===== config.mk =====
export PLATFORM = sky130hd
export DESIGN_NAME = arbitrated_output_stage
export DESIGN_NICKNAME = d
export VERILOG_FILES = /design/src/rtl/arbitrated_output_stage.sv
export SDC_FILE = /design/constraint.sdc
export NUM_CORES = 1
export LEC_CHECK = 0
export CAP_MARGIN = 20
export CORE_ASPECT_RATIO = 1.25
export CORE_UTILIZATION = 35
export DETAILED_ROUTE_END_ITERATION = 16
export PLACE_DENSITY = 0.73
export SLEW_MARGIN = 40
export SYNTH_ARGS = -nofsm -noshare
export SYNTH_HDL_FRONTEND = slang
export SYNTH_SLANG_ARGS = --single-unit

===== constraint.sdc =====
create_clock -name clk -period 1.4 [get_ports clk]
set_input_delay 0.21 -clock clk [delete_from_list [all_inputs] [get_ports clk]]
set_output_delay 0.21 -clock clk [all_outputs]
set_load 0.05 [all_outputs]

===== src/rtl/arbitrated_output_stage.sv =====
// rtl/arbitrated_output_stage.sv - grant capture into a 2-entry skid buffer with stall, tag and beat count
// Optional per-entry output parity: OUTPUT_PARITY_EN
module arbitrated_output_stage #(
  parameter int NUM_FIFOS = 4,
  parameter int WIDTH     = 8,
  parameter int TAGWIDTH  = $clog2(NUM_FIFOS),
  parameter int CNTWIDTH  = 16
) (
  input  logic                clk,
  input  logic                rst,
  input  logic [NUM_FIFOS-1:0] gnt,
  input  logic [WIDTH-1:0]    data_in,
  output logic                stall,
  output logic                out_valid,
  input  logic                out_ready,
  output logic [WIDTH-1:0]    out_data,
  output logic [TAGWIDTH-1:0] out_tag,
  output logic [CNTWIDTH-1:0] beat_count,
  output logic                err
`ifdef OUTPUT_PARITY_EN
  ,
  output logic                out_par
`endif
);

  logic [1:0]          occ;
  logic [1:0]          occ_next;
  logic [WIDTH-1:0]    head_data;
  logic [WIDTH-1:0]    skid_data;
  logic [TAGWIDTH-1:0] head_tag;
  logic [TAGWIDTH-1:0] skid_tag;
  logic [TAGWIDTH-1:0] cap_tag;
  logic                found;
  logic                gnt_any;
  logic                multi;
  logic                cap;
  logic                pop;

  assign gnt_any   = |gnt;
  assign multi     = |(gnt & (gnt - NUM_FIFOS'(1)));
  assign cap       = gnt_any && !stall;
  assign out_valid = (occ != 2'd0);
  assign pop       = out_valid && out_ready;
  assign out_data  = head_data;
  assign out_tag   = head_tag;

  // Lowest set grant bit wins when the arbiter misbehaves with a multi-hot vector
  always_comb begin
    cap_tag = '0;
    found   = 1'b0;
    for (int i = 0; i < NUM_FIFOS; i++) begin
      if (gnt[i] && !found) begin
        cap_tag = TAGWIDTH'(i);
        found   = 1'b1;
      end
    end
  end

  always_comb begin
    occ_next = occ;
    case (occ)
      2'd0: if (cap) occ_next = 2'd1;
      2'd1: begin
        if (cap && !pop) occ_next = 2'd2;
        else if (!cap && pop) occ_next = 2'd0;
      end
      2'd2: if (pop) occ_next = 2'd1;
      default: occ_next = 2'd0;
    endcase
  end

`ifdef OUTPUT_PARITY_EN
  logic head_par;
  logic skid_par;
  logic cap_par;

  assign cap_par = ^{cap_tag, data_in};
  assign out_par = head_par;
`endif

  always_ff @(posedge clk) begin
    if (rst) begin
      occ        <= 2'd0;
      head_data  <= '0;
      head_tag   <= '0;
      skid_data  <= '0;
      skid_tag   <= '0;
      stall      <= 1'b0;
      beat_count <= '0;
      err        <= 1'b0;
`ifdef OUTPUT_PARITY_EN
      head_par   <= 1'b0;
      skid_par   <= 1'b0;
`endif
    end else begin
      occ   <= occ_next;
      stall <= (occ_next == 2'd2);
      if (pop) beat_count <= beat_count + CNTWIDTH'(1);
      if (gnt_any && (stall || multi)) err <= 1'b1;
      case (occ)
        2'd0: begin
          if (cap) begin
            head_data <= data_in;
            head_tag  <= cap_tag;
`ifdef OUTPUT_PARITY_EN
            head_par  <= cap_par;
`endif
          end
        end
        2'd1: begin
          // With a simultaneous pop the new beat takes over the head directly
          if (cap && pop) begin
            head_data <= data_in;
            head_tag  <= cap_tag;
`ifdef OUTPUT_PARITY_EN
            head_par  <= cap_par;
`endif
          end else if (cap) begin
            skid_data <= data_in;
            skid_tag  <= cap_tag;
`ifdef OUTPUT_PARITY_EN
            skid_par  <= cap_par;
`endif
          end
        end
        2'd2: begin
          if (pop) begin
            head_data <= skid_data;
            head_tag  <= skid_tag;
`ifdef OUTPUT_PARITY_EN
            head_par  <= skid_par;
`endif
          end
        end
        default: ;
      endcase
    end
  end

endmodule


# [After elaboration in Yosys (flattened, before gate mapping)]
# Index checks and enable logic that the tools add are counted.
[classes] addsub=2 n_eq_ne=6 muxes=19 n_bitwise=2 reduce_logical=23
[ops] op="$mux W8" n=3
[ops] op="$pmux W8 S3" n=1
[ops] op="$mux W2" n=9
[ops] op="$add A16 B1 Y16 const B" n=1
[ops] op="$pmux W2 S3" n=2
[ops] op="$logic_and A1 B1 Y1" n=9
[ops] op="$reduce_or A4 Y1" n=2
[ops] op="$logic_not A1 Y1" n=6
[ops] op="$ne A2 B2 Y1 const B" n=3
[ops] op="$and A4 B4 Y4" n=1
[ops] op="$eq A2 B2 Y1 const B" n=2
[ops] op="$mux W1" n=4
[ops] op="$reduce_and A4 Y1" n=1
[ops] op="$sub A4 B1 Y4 const B" n=1
[ops] op="$reduce_and A3 Y1" n=1
[ops] op="$reduce_bool A3 Y1" n=1
[ops] op="$eq A2 B1 Y1 const B" n=1
[ops] op="$logic_not A2 Y1" n=1
[ops] op="$reduce_bool A2 Y1" n=1
[ops] op="$logic_or A1 B1 Y1" n=1
[ops] op="$not A1 Y1" n=1
[totals] ff_bits=40 input_bits=15 output_inout_bits=29 elab_cells=60

# [Depth between registers and ports, before layout]
[depth] ltp_word=12 depth_mapped=6

# [Worst setup path after synthesis]
# Ideal clock, no wire load.
[synth_path] path_type="register to register" from="register beat_count[0]" to="register beat_count[14]" setup_ns=0.071 arrival_time_ns=1.870 required_ns=1.329 slack_ns=-0.541 stages_incl_launch_ff=6 path_buffers=0 period_less_slack_ns=1.941 cell_sequence="dfxtp_1 > ha_1 > o211ai_1 > or2_0 > or4_1 > a21oi_1"
[synth_via] elab_chain_len=1
[synth_lines] item="start: declaration" line_no="18" source="output logic [CNTWIDTH-1:0] beat_count,"
[synth_lines] item="start signal: assignment" line_no="98" source="if (pop) beat_count <= beat_count + CNTWIDTH'(1);"
[synth_lines] item="$add A16 B1 Y16" line_no="98"
# No other way between the ends.
# A chain may end at the register's enable or synchronous reset.

# [Worst setup path after layout]
[layout_path] from="register occ[1]" to="register skid_data[0]"
[layout_via] elab_chain_len=5
[layout_lines] item="start: declaration" line_no="26" source="logic [1:0] occ;"
[layout_lines] item="start signal: assignment" line_no="96" source="occ <= occ_next;"
[layout_lines] item="$reduce_bool A2 Y1" line_no="42" source="assign out_valid = (occ != 2'd0);"
[layout_lines] item="$logic_and A1 B1 Y1" line_no="43" source="assign pop = out_valid && out_ready;"
[layout_lines] item="$logic_and A1 B1 Y1" line_no="112" source="if (cap && pop) begin"
[layout_lines] item="$not A1 Y1 (no source line)"
[layout_lines] item="$reduce_and A3 Y1 (no source line) (*)"
[layout_lines] item="end signal: assignment" line_no="119" source="skid_data <= data_in;"
[layout_lines] item="end: declaration" line_no="29" source="logic [WIDTH-1:0] skid_data;"
# Mark *: on every way between the ends. The rest lies on a longest branch, timed or not.

==> flow_summary.toml <==
[status]
status = "finished with violations"
violations = "negative setup slack"

[drt]
drc = 0
met3WireLength_microns = 234
wl_per_cell_microns = 14.7
wl_mm = 4.98
final_antenna_net_count = 0
vias = 1768
dr.pass1.iters = 4
via_per_inst = 5.20
highest_layer = "met4"
drtIter0Drc = 92
m1WireLength_mm = 1.98
wl_met2_mm = 2.71

[floorplan]
die-width_microns = 65.4
io_pins = 44
start_util_pct = 36.9
fp.dieH_microns = 81.2
std_cell_rows = 28
dieArea_sq_um = 5310
coreArea_sq_um = 4760

[setup_path]
cp.required_ns = 1.59
reg2regPathDepth = 5
worst_ep_arrival_time_ns = 1.64
critPathKind = "reg2reg"
endpoint = "skid_data[0]$_SDFFE_PP0P_"
start_kind = "flop"
r2r_slack_ns = -0.06
end_kind = "flop"
reg2reg_from = "occ[1]$_SDFF_PP0_"
cp-startpoint = "occ[1]$_SDFF_PP0_"
r2r_end = "skid_data[0]$_SDFFE_PP0P_"
crit_fanout = 6

[timing]
fin_crit_ns = 1.46
fin_tns_setup_ns = -0.617
relSlewSlack_pct = 76.8
fin_skew_ns = 0.00834
finalHoldViolCount = 0
finalCritPeriodShare_pct = 104
slew_viol_final = 0
worst_pin_slew_ns = 0.345
setup_viol_count_final = 20
fmax_ghz = 0.686
rsz0062_at_grt = "yes"
final.setup.worst_slack_ns = -0.0585

[finish]
num-nets-final = 295
fill_cells = 369
stdcell_count = 340
diodes = 0
drive_above_1_share_pct = 44.3
syn_to_final_growth_pct = 78.0
fin_util_pct = 65.6
design_area_sq_um = 3130

[global_routing]
track_usage_pct = 18.8
grt_pass1_vias = 1685
grt_max_degree = 21
grt_overflow_total = 0
antenna_found_initial = 0
grt_pass1_wl_mm = 7.60

[synthesis]
synthFlopType = "dfxtp_1"
synthXorXnorAreaFrac_pct = 5.48
synth_top_area_share_pct = 45.6
synth_cell_type_count = 39
synth_cells = 198
synth_top_cell_by_area = "dfxtp_1"
synthTopCellsByArea = "dfxtp_1 (46%), nor2_1 (11%), mux2i_1 (7.4%), nor4_1 (3.9%), xor2_1 (3.0%)"
yosys_warnings = 0
synth_top_family_by_area = "simple AND/OR/NAND/NOR gates"
synth_area_sq_um = 1760
synth_edf_count = 0
synth-simple-area-share_pct = 30.1
avgSynthCellArea_sq_um = 8.87
syn_nets = 214
ys_seq_area_share_pct = 45.6
ys_seq_elements = 40
synthMuxAreaShare_pct = 7.41
synthArstFlopShare_pct = 0
synth_fa_ha_area_share_pct = 0.712
synth_compound_area_share_pct = 7.19

[pwr]
seqPwrFrac_pct = 41.8
clock_power_share_pct = 25.4
finalPower_mw = 3.12
pwr-share-comb_pct = 32.8
ir_drop_v = 0.000589
switchingPower_mw = 1.01
power.internal_mw = 2.11
p_per_area_nw_per_um2 = 997
power.leakage_nw = 1.27
p_sw_share_pct = 32.3

[cts]
tritoncts = "built"
cts_sinks = 40
clock_path_buffers = 2
clk_pin_slew_ns = 0.08
htree_levels = 2
ctsHoldBuffers = 0
numCtsBuffers = 5
root_buffer = "clkbuf_8"
clock_latency_ns = 0.30

[run]
maxCapViolCount = 0

[placement]
place_area_sq_um = 2860
gp_congestion = 0.788
place_hpwl_mm = 3.31
numPortBuffers = 43
dp_cells = 328

[min_path]
hold_path_class = "reg2reg"
-- layout by cell type (no fill, tap or decap), drive strengths merged, types with 4 or more instances in the layout --
master | Yosys | final
xnor2 | 5 | 5
xor2 | 6 | 6
dfxtp | 40 | 40
dlygate4sd2 | 0 | 5
nor2 | 53 | 53
nand2 | 5 | 5
a21oi | 10 | 10
or4 | 4 | 4
buf | 6 | 70
clkdlybuf4s50 | 0 | 9
nor4 | 12 | 12
mux2i | 13 | 13
clkbuf | 4 | 6
nand4 | 6 | 6
nor3 | 6 | 6
-- critical path, cell delays in order, from the launching register on --
cell,delay (ns)
dfxtp_4,0.38
buf_4,0.16
nor4b_4,0.34
buf_6,0.19
mux2i_1,0.23
nor2_1,0.05
-- timing repair --
item | 4_1_cts | 5_1_grt
cloned | 2 | 0
gates resized for setup | 22 | 25
setup buffers | 1 | 1
pin swaps | 7 | 5
endpoints found under the setup margin | 24 | 26
-- state kept, by name (all words and copies together) (netlist names) --
signal / count
beat_count: 16
err: 1
occ: 2
out_data: 8
out_tag: 2
skid_data: 8
skid_tag: 2
stall: 1
-- cells by family (layout without fill, tap and decap cells) --
kind of cell | after synthesis | in the layout
and+or+nand+nor | 101 | 101
DFF | 40 | 40
AOI/OAI and AO/OA | 20 | 20
muxes | 13 | 13
buffers and inverters | 12 | 94
xor gates and xnor gates | 11 | 11
adders and majority gates | 1 | 1
-- worst min-delay path by stage --
stage	start	endpoint	slack [ns]	cells past startpoint
global route	skid_data[7]$_SDFFE_PP0P_	skid_data[7]$_SDFFE_PP0P_	0.52	2
global placement	skid_data[0]$_SDFFE_PP0P_	skid_data[0]$_SDFFE_PP0P_	0.47	2
detailed placement	skid_data[2]$_SDFFE_PP0P_	skid_data[2]$_SDFFE_PP0P_	0.48	2
CTS	out_ready	stall$_SDFF_PP0_	0.48	3
finish	skid_data[2]$_SDFFE_PP0P_	skid_data[2]$_SDFFE_PP0P_	0.50	2
floorplan	data_in[0]	skid_data[0]$_SDFFE_PP0P_	0.36	2
-- power by group through the flow --
stage	Clock [mW]	Sequential [mW]	Combinational [mW]
floorplan	0	1.48	0.283
global placement	0	1.32	0.903
detailed placement	0	1.32	0.917
CTS	0.815	1.30	0.971
global route	0.879	1.31	1.07
finish	0.792	1.30	1.02
-- layout make-up --
cell class	count	area (sq um)	share of cell area, %
sequential	40	843	27.0
inverter	2	7.51	0.240
clock buffer	6	82.6	2.64
timing repair buffer	84	1050	33.6
clock inverter	2	10.0	0.320
tap	60	75.1	2.40
multi-input combinational	146	1060	33.9
-- metal layers --
metal	GRT usage, %	up-vias
met2	32.2	56
met3	4.21	6
met1	22.5	849
met5	0	-
li1	-	857
met4	8.04	0
-- cell usage after synthesis, types with 2 or more instances --
cell	count
nor3_1	6
nor4_1	11
buf_2	2
clkbuf_1	4
o31ai_1	3
a21oi_1	10
dfxtp_1	40
mux2i_1	13
or4_1	4
xnor2_1	5
nand4_1	5
nand2_1	4
nor2_1	53
inv_1	2
nand3_1	3
buf_4	4
xor2_1	6
or2_2	2
-- metrics by stage --
stage               hold slack (ns)  worst slack, ns
CTS                           0.480          -0.0516
detailed placement            0.484           -0.471
global route                  0.520           -0.128
global placement              0.473           -0.398
finish                        0.504          -0.0585
floorplan                     0.357           -0.215
No activity file was read; power rests on OpenSTA's default activity.
